### src/rtl/fifo_pkg.sv
// Shared constants and types for the single-clock FIFO.
package fifo_pkg;

    localparam int WIDTH  = 32;
    localparam int DEPTH  = 16;
    localparam int AE_LVL = 2;
    localparam int AF_LVL = 2;

    typedef logic [WIDTH-1:0]         word_t;
    typedef logic [$clog2(DEPTH)-1:0] ptr_t;
    typedef logic [$clog2(DEPTH):0]   cnt_t;

endpackage

### src/rtl/fifo_mem.sv
// DEPTH x WIDTH storage with a synchronous write port and a registered read port.
// The read register holds its value unless a read is requested.
module fifo_mem
    import fifo_pkg::*;
(
    input  logic  clk_i,
    input  logic  rst_i,
    input  logic  we_i,
    input  ptr_t  waddr_i,
    input  word_t wdata_i,
    input  logic  re_i,
    input  ptr_t  raddr_i,
    output word_t rdata_o
);

    word_t mem_q [DEPTH];
    word_t rdata_q;
    word_t rdata_d;

    // Next read data: load the addressed word on a read, otherwise hold.
    always_comb begin
        rdata_d = rdata_q;
        if (re_i) begin
            rdata_d = mem_q[raddr_i];
        end
    end

    // Read data register; cleared by reset, contents of the array are not.
    always_ff @(posedge clk_i) begin
        if (rst_i) begin
            rdata_q <= '0;
        end else begin
            rdata_q <= rdata_d;
        end
    end

    // Storage array write port.
    always_ff @(posedge clk_i) begin
        if (we_i) begin
            mem_q[waddr_i] <= wdata_i;
        end
    end

    assign rdata_o = rdata_q;

endmodule

### src/rtl/fifo.sv
// Synchronous single-clock FIFO with push/pop handshake, occupancy flags and an
// error pulse for rejected requests. reset_n is active-high despite its name.
module fifo
    import fifo_pkg::*;
(
    input  logic             clk,
    input  logic             reset_n,
    input  logic             push,
    input  logic             pop,
    input  logic [WIDTH-1:0] data_in,
    output logic [WIDTH-1:0] data_out,
    output logic             empty,
    output logic             almost_empty,
    output logic             almost_full,
    output logic             full,
    output logic             error
);

    if (DEPTH < 2 || (DEPTH & (DEPTH - 1)) != 0) begin : g_depth_chk
        $error("fifo: DEPTH must be a power of 2");
    end
    if (!(AE_LVL >= 0 && AE_LVL < DEPTH - AF_LVL && DEPTH - AF_LVL <= DEPTH)) begin : g_lvl_chk
        $error("fifo: need 0 <= AE_LVL < DEPTH-AF_LVL <= DEPTH");
    end

    ptr_t wr_ptr_q, wr_ptr_d;
    ptr_t rd_ptr_q, rd_ptr_d;
    cnt_t count_q, count_d;
    logic error_q, error_d;
    logic push_ok;
    logic pop_ok;

    // Flags decode the registered count.
    assign empty        = (count_q == '0);
    assign full         = (count_q == cnt_t'(DEPTH));
    assign almost_empty = (count_q <= cnt_t'(AE_LVL));
    assign almost_full  = (count_q >= cnt_t'(DEPTH - AF_LVL));
    assign error        = error_q;

    // Accept decisions, pointer/count next state and error detection.
    always_comb begin
        pop_ok   = pop && !empty;
        // A full FIFO still takes a push when a pop frees a slot in the same cycle.
        push_ok  = push && (!full || pop_ok);
        wr_ptr_d = wr_ptr_q;
        rd_ptr_d = rd_ptr_q;
        count_d  = count_q;
        error_d  = (push && !push_ok) || (pop && !pop_ok);
        if (push_ok) begin
            wr_ptr_d = wr_ptr_q + 1'b1;
        end
        if (pop_ok) begin
            rd_ptr_d = rd_ptr_q + 1'b1;
        end
        case ({push_ok, pop_ok})
            2'b10:   count_d = count_q + 1'b1;
            2'b01:   count_d = count_q - 1'b1;
            default: count_d = count_q;
        endcase
    end

    // State registers with synchronous active-high reset.
    always_ff @(posedge clk) begin
        if (reset_n) begin
            wr_ptr_q <= '0;
            rd_ptr_q <= '0;
            count_q  <= '0;
            error_q  <= 1'b0;
        end else begin
            wr_ptr_q <= wr_ptr_d;
            rd_ptr_q <= rd_ptr_d;
            count_q  <= count_d;
            error_q  <= error_d;
        end
    end

    fifo_mem u_mem (
        .clk_i   (clk),
        .rst_i   (reset_n),
        .we_i    (push_ok && !reset_n),
        .waddr_i (wr_ptr_q),
        .wdata_i (data_in),
        .re_i    (pop_ok && !reset_n),
        .raddr_i (rd_ptr_q),
        .rdata_o (data_out)
    );

endmodule

### config.mk
export PLATFORM = sky130hd
export DESIGN_NAME = fifo
export DESIGN_NICKNAME = d
export VERILOG_FILES = /design/src/rtl/fifo_pkg.sv /design/src/rtl/fifo_mem.sv /design/src/rtl/fifo.sv
export SDC_FILE = /design/constraint.sdc
export NUM_CORES = 1
export LEC_CHECK = 0
export BUFFER_PORTS_ARGS = -buffer_cell sky130_fd_sc_hd__buf_2
export CAP_MARGIN = 0
export CORE_MARGIN = 2
export CORE_UTILIZATION = 55
export DETAILED_ROUTE_END_ITERATION = 16
export PLACE_DENSITY = 0.71
export SYNTH_ARGS = -nofsm -noshare
export SYNTH_HDL_FRONTEND = slang
export SYNTH_SLANG_ARGS = --single-unit
### constraint.sdc
create_clock -name clk -period 4.9 [get_ports clk]
set_input_delay 0.98 -clock clk [delete_from_list [all_inputs] [get_ports clk]]
set_output_delay 0.98 -clock clk [all_outputs]
set_load 0.01 [all_outputs]
## Word level (Yosys, flattened, before mapping)

Memories as Yosys holds them, arrays and structs flattened. A register that Yosys moved wholly into a read port is not among the register bits.
Cells that the tools add are included.

- Flip-flop bits (word level): 14
- Memory bits (writable): 512
- Input bits: 36
- Output and inout port bits: 37
- Word-level logic and storage cells: 32
- Memories kept: 1

Memories:

| name | words | width | read ports | clocked after memory_dff | write ports | line | source |
|---|---|---|---|---|---|---|---|
| u_mem.mem_q | 16 | 32 | 1 | 1 | 1 | fifo_mem.sv:16 | `word_t mem_q [DEPTH];` |

- Add/subtract/negate cells: 4
- Order comparisons: 2
- Eq/ne operators: 3
- Muxes and demuxes: 3
- Reductions and logical operators: 15

Operator list:

| operator | number |
|---|---|
| 5-bit one-hot mux with 2 select lines | 1 |
| 4-bit by 1-bit adder with 4-bit output, second input constant | 2 |
| 1-bit logical AND | 6 |
| 5-bit by 1-bit adder with 5-bit output, second input constant | 1 |
| 5-bit == test, second input constant | 1 |
| 5-bit by 4-bit >= comparator with 1-bit output, second input constant | 1 |
| 5-bit by 2-bit less-or-equal comparator with 1-bit output, second input constant | 1 |
| 1-bit zero test | 5 |
| 5-bit zero test | 1 |
| 5-bit by 1-bit subtractor with 5-bit output, second input constant | 1 |
| 2-bit by 1-bit == test with 1-bit output, second input constant | 1 |
| 2-bit == test, second input constant | 1 |
| 1-bit logical OR | 2 |
| 1-bit 2-to-1 mux | 2 |
| 2-bit nonzero test | 1 |

## Depth between registers and ports, before layout

- Depth after elaboration: 8
- Mapped depth: 8
- Gate-level depth less buffers: 7

## Hierarchy

Synthesis repeated with hierarchy kept, for this count alone.

- Cells, all modules: 1308
- Area total of the unflattened synthesis: 21750.9 µm²

By module, submodules not included:

| module | times used | cells each | area an instance (µm²) | sequential area each (µm²) |
|---|---|---|---|---|
| fifo_mem | 1 | 1216 | 20948.8 | 16015.4 |
| fifo | 1 | 92 | 802.0 | 280.3 |

## Least setup slack after synthesis

No wires, ideal clock.

- Kind: input port to flip-flop
- Start: input pop
- End: memory u_mem.mem_q[0][0] in the netlist's numbering (enable)
- Library setup time: 0.421 ns
- Arrival: 3.206 ns
- Required time: 4.479 ns
- Slack: 1.273 ns
- Stages: 4
- Buffers on the path: 1
- Cells stage by stage: clkbuf_1 -> o31a_1 -> nand2_1 -> nor2_1

- Cells in the longest elaborated chain, start to end: 6

RTL lines:

| what | line | source |
|---|---|---|
| from (decl) | fifo.sv:9 | `input logic pop,` |
| 1-bit logical AND | fifo.sv:42 | `pop_ok = pop && !empty;` |
| 1-bit logical OR | fifo.sv:44 | `push_ok = push && (!full \|\| pop_ok);` |
| 1-bit logical AND | fifo.sv:44 |  |
| 1-bit logical AND | fifo.sv:80 | `.we_i (push_ok && !reset_n),` |
| 1-bit 2-to-1 mux | fifo_mem.sv:39 | `if (we_i) begin` |
| 1-bit 2-to-1 mux (not written as such) | fifo_mem.sv:40 | `mem_q[waddr_i] <= wdata_i;` |
| to (decl) | fifo_mem.sv:16 |  |

Every way passes these cells.

## Worst setup path in the final report

- Start: register count_q[0]
- End: output full

- Cells in the longest elaborated chain, start to end: 1

RTL lines:

| what | line | source |
|---|---|---|
| from (decl) | fifo.sv:28 | `cnt_t count_q, count_d;` |
| from (signal assigned) | fifo.sv:72 | `count_q <= count_d;` |
| 5-bit == test | fifo.sv:35 | `assign full = (count_q == cnt_t'(DEPTH));` |
| to (decl) | fifo.sv:15 | `output logic full,` |

Every way passes these cells.

==> qor.yml <==
placement:
  dp_hpwl_mm: 21.9
  place_area_sq_um: 22300
  pre_cts_ws_ns: 1.60
  port_buffers: 72
  routabilityCongestion: 0.739
logic_synthesis:
  syn_area_sq_um: 21300
  syn-num-nets: 1014
  ys_seq_area_frac: 0.764
  ys_types: 41
  ys_ff_latch: 558
  synth_area_leader_cell: "edfxtp_1"
  synth_edf_count: 512
  yosys_warnings: 0
  synth_top_area_frac: 0.721
  syn_avg_cell_area_sq_um: 22.0
  synth_cells: 969
  synthFlopType: "edfxtp_1"
  netlist_top_cells_area: "edfxtp_1 (72%), mux4_2 (14%), dfxtp_1 (4.3%)"
  async_reset_ff_frac: 0
route:
  drt-vias-per-instance: 5.91
  wl_per_cell_um: 24.0
  vias: 9573
  drc: 0
  dr.pass1.iters: 6
  finalWirelength_mm: 38.8
  drt_iter0_drc: 675
  ant_nets: 0
timing:
  maxSlewViolCount: 0
  worst_pin_slew_ns: 1.23
  rsz0062_at_grt: "no"
  skew_ns: 0.0231
  worst_hold_slack_ns: 0.482
  setup_viol: 0
  max_freq_ghz: 0.324
  tns_ns: 0
  setup_slack_ns: 1.82
  period_share: 0.629
  hold_viol: 0
  slew_headroom: 0.177
  finalCriticalPeriod_ns: 3.08
die:
  pin_count: 73
  core_area_sq_um: 38500
  die_y_um: 201
  die_w_um: 201
  initial_core_util: 0.554
  dieArea_sq_um: 40400
  fp-row-count: 72
finish:
  nets: 1101
  mostFrequentLayoutCell: "edfxtp_1"
  final_cell_area_sq_um: 24000
  num-fill-cells: 2594
  drive_gt1_frac: 0.313
  area_delta_synth_final_pct: 12.6
  layout_common_cells: "edfxtp_1 (512), mux4_2 (128), buf_2 (72), clkbuf_16 (57), nor2_1 (47)"
  diodes: 0
power:
  power_density_nw_per_um2: 473
  power_leakage_nw: 7.57
  ir_drop_uv: 274
setup_path:
  worstRegToRegCells: 4
  crit_required_ns: 3.92
  critPathLaunch: "count_q[0]"
  r2r_start: "count_q[0]"
  start_kind: "flip-flop"
  endpoint_kind: "output pin"
  worstPathArrival_ns: 2.10
  critPathKind: "flip-flop to output pin"
  timing.rr.end: "u_mem.mem_q[6][28]"
  worstPathMaxFanout: 10
  rrSetupSlack_ns: 1.87
clock_tree:
  cts.sinks: 558
  cts_buffers: 54
  post-cts-setup-buffers: 0
  path_clk_slew_ns: 0.06
  tritoncts: "built"
  cts_max_path_buffers: 3
  root_buffer: "clkbuf_16"
  clk-insertion-delay-late_ns: 0.57
  cts.repair.resized: 0
  cts_hold_buf: 0
  htree_levels: 2
grt:
  grt_max_degree: 72
  grt_pass1_wl_mm: 61.3
  grt_remaining_overflow: 0
  grt_pass1_vias: 10196
  antenna_found_initial: 0
  grt_usage: 0.200
job:
  cap_violations: 0
outcome:
  status: "finished, final reports clean"
hold_path:
  hp-class: "flip-flop to flip-flop"
  hold_end: "u_mem.rdata_o[18]"
  whs_path_depth: 1
  worstHoldStart: "u_mem.rdata_o[18]"
## flip-flops by register name (all words and copies together) (netlist names)
signal and count:
count_q 5, error 1, rd_ptr_q 4, u_mem.mem_q 512, u_mem.rdata_o 32, wr_ptr_q 4
## synth_stat cells (3+ instances only)
cell type,count
o211ai_1,3
a221o_1,32
nand2_1,7
edfxtp_1,512
nor2_1,63
dfxtp_1,46
a21oi_1,4
buf_4,7
clkbuf_1,22
buf_6,9
mux2_2,35
mux4_2,128
buf_2,9
ha_1,8
nor2b_1,3
buf_1,4
inv_1,3
xor2_1,4
mux2i_1,38
nand2b_1,6
## routing by layer
| layer | vias to the layer above | global-route usage | part of all wire |
|---|---|---|---|
| li1 | 4226 | - | - |
| met1 | 5064 | 0.283 | 0.44 |
| met2 | 231 | 0.333 | 0.50 |
| met4 | 0 | 0.0444 | 0.017 |
| met3 | 52 | 0.0331 | 0.045 |
| met5 | - | 0 | 0 |
## critical path, stage by stage (launching register included)
cell and delay (ns):
dfxtp_1 0.38, or4_1 0.83, nor2_1 0.19, buf_2 0.15
## where the power goes
part           total (mW)  switching (mW)  leakage (nW)  internal, mW
Clock                4.02            1.66         0.859          2.36
Sequential           5.57           0.211          4.99          5.36
Combinational        1.76           0.850          1.72         0.911
## stage by stage
stage / instances / power, mW / util
after floorplan: 969 / 6.99 / -
after global placement: 1518 / 7.44 / 0.579
after detailed placement: 1518 / 7.47 / 0.579
after CTS: 1619 / 11.5 / 0.624
after global routing: 1619 / 11.8 / 0.624
final: 1619 / 11.4 / 0.624
## worst max path at each step
stage          cells past startpoint                   to
3_5_place_dp                       4  u_mem.mem_q[10][23]
2_1_floorplan                      4    u_mem.mem_q[0][0]
4_1_cts                            3                 full
5_1_grt                            4  u_mem.mem_q[14][26]
3_3_place_gp                       4   u_mem.mem_q[6][24]
6_report                           3                 full
## kinds of logic (layout without fill, tap and decap cells)
kind of cell,count (synthesis),count (layout),share of synthesized area
buf+inv,54,186,0.0144
mux,201,201,0.172
compound gates,49,49,0.0226
simple gates,92,92,0.0191
flops,558,558,0.764
xor+xnor,6,6,0.00246
fa+ha+maj,9,9,0.00563
## final cells by class
type,instances,area (sq um),area share
clock buffers,79,1560,0.0649
flip-flops and latches,558,16300,0.679
inverters,3,11.3,0.000469
multi-input cells,357,4850,0.202
repair buffers,82,460,0.0192
well taps,518,648,0.0270
clock inverters,22,180,0.00750
(Power assumes the default switching activity.)
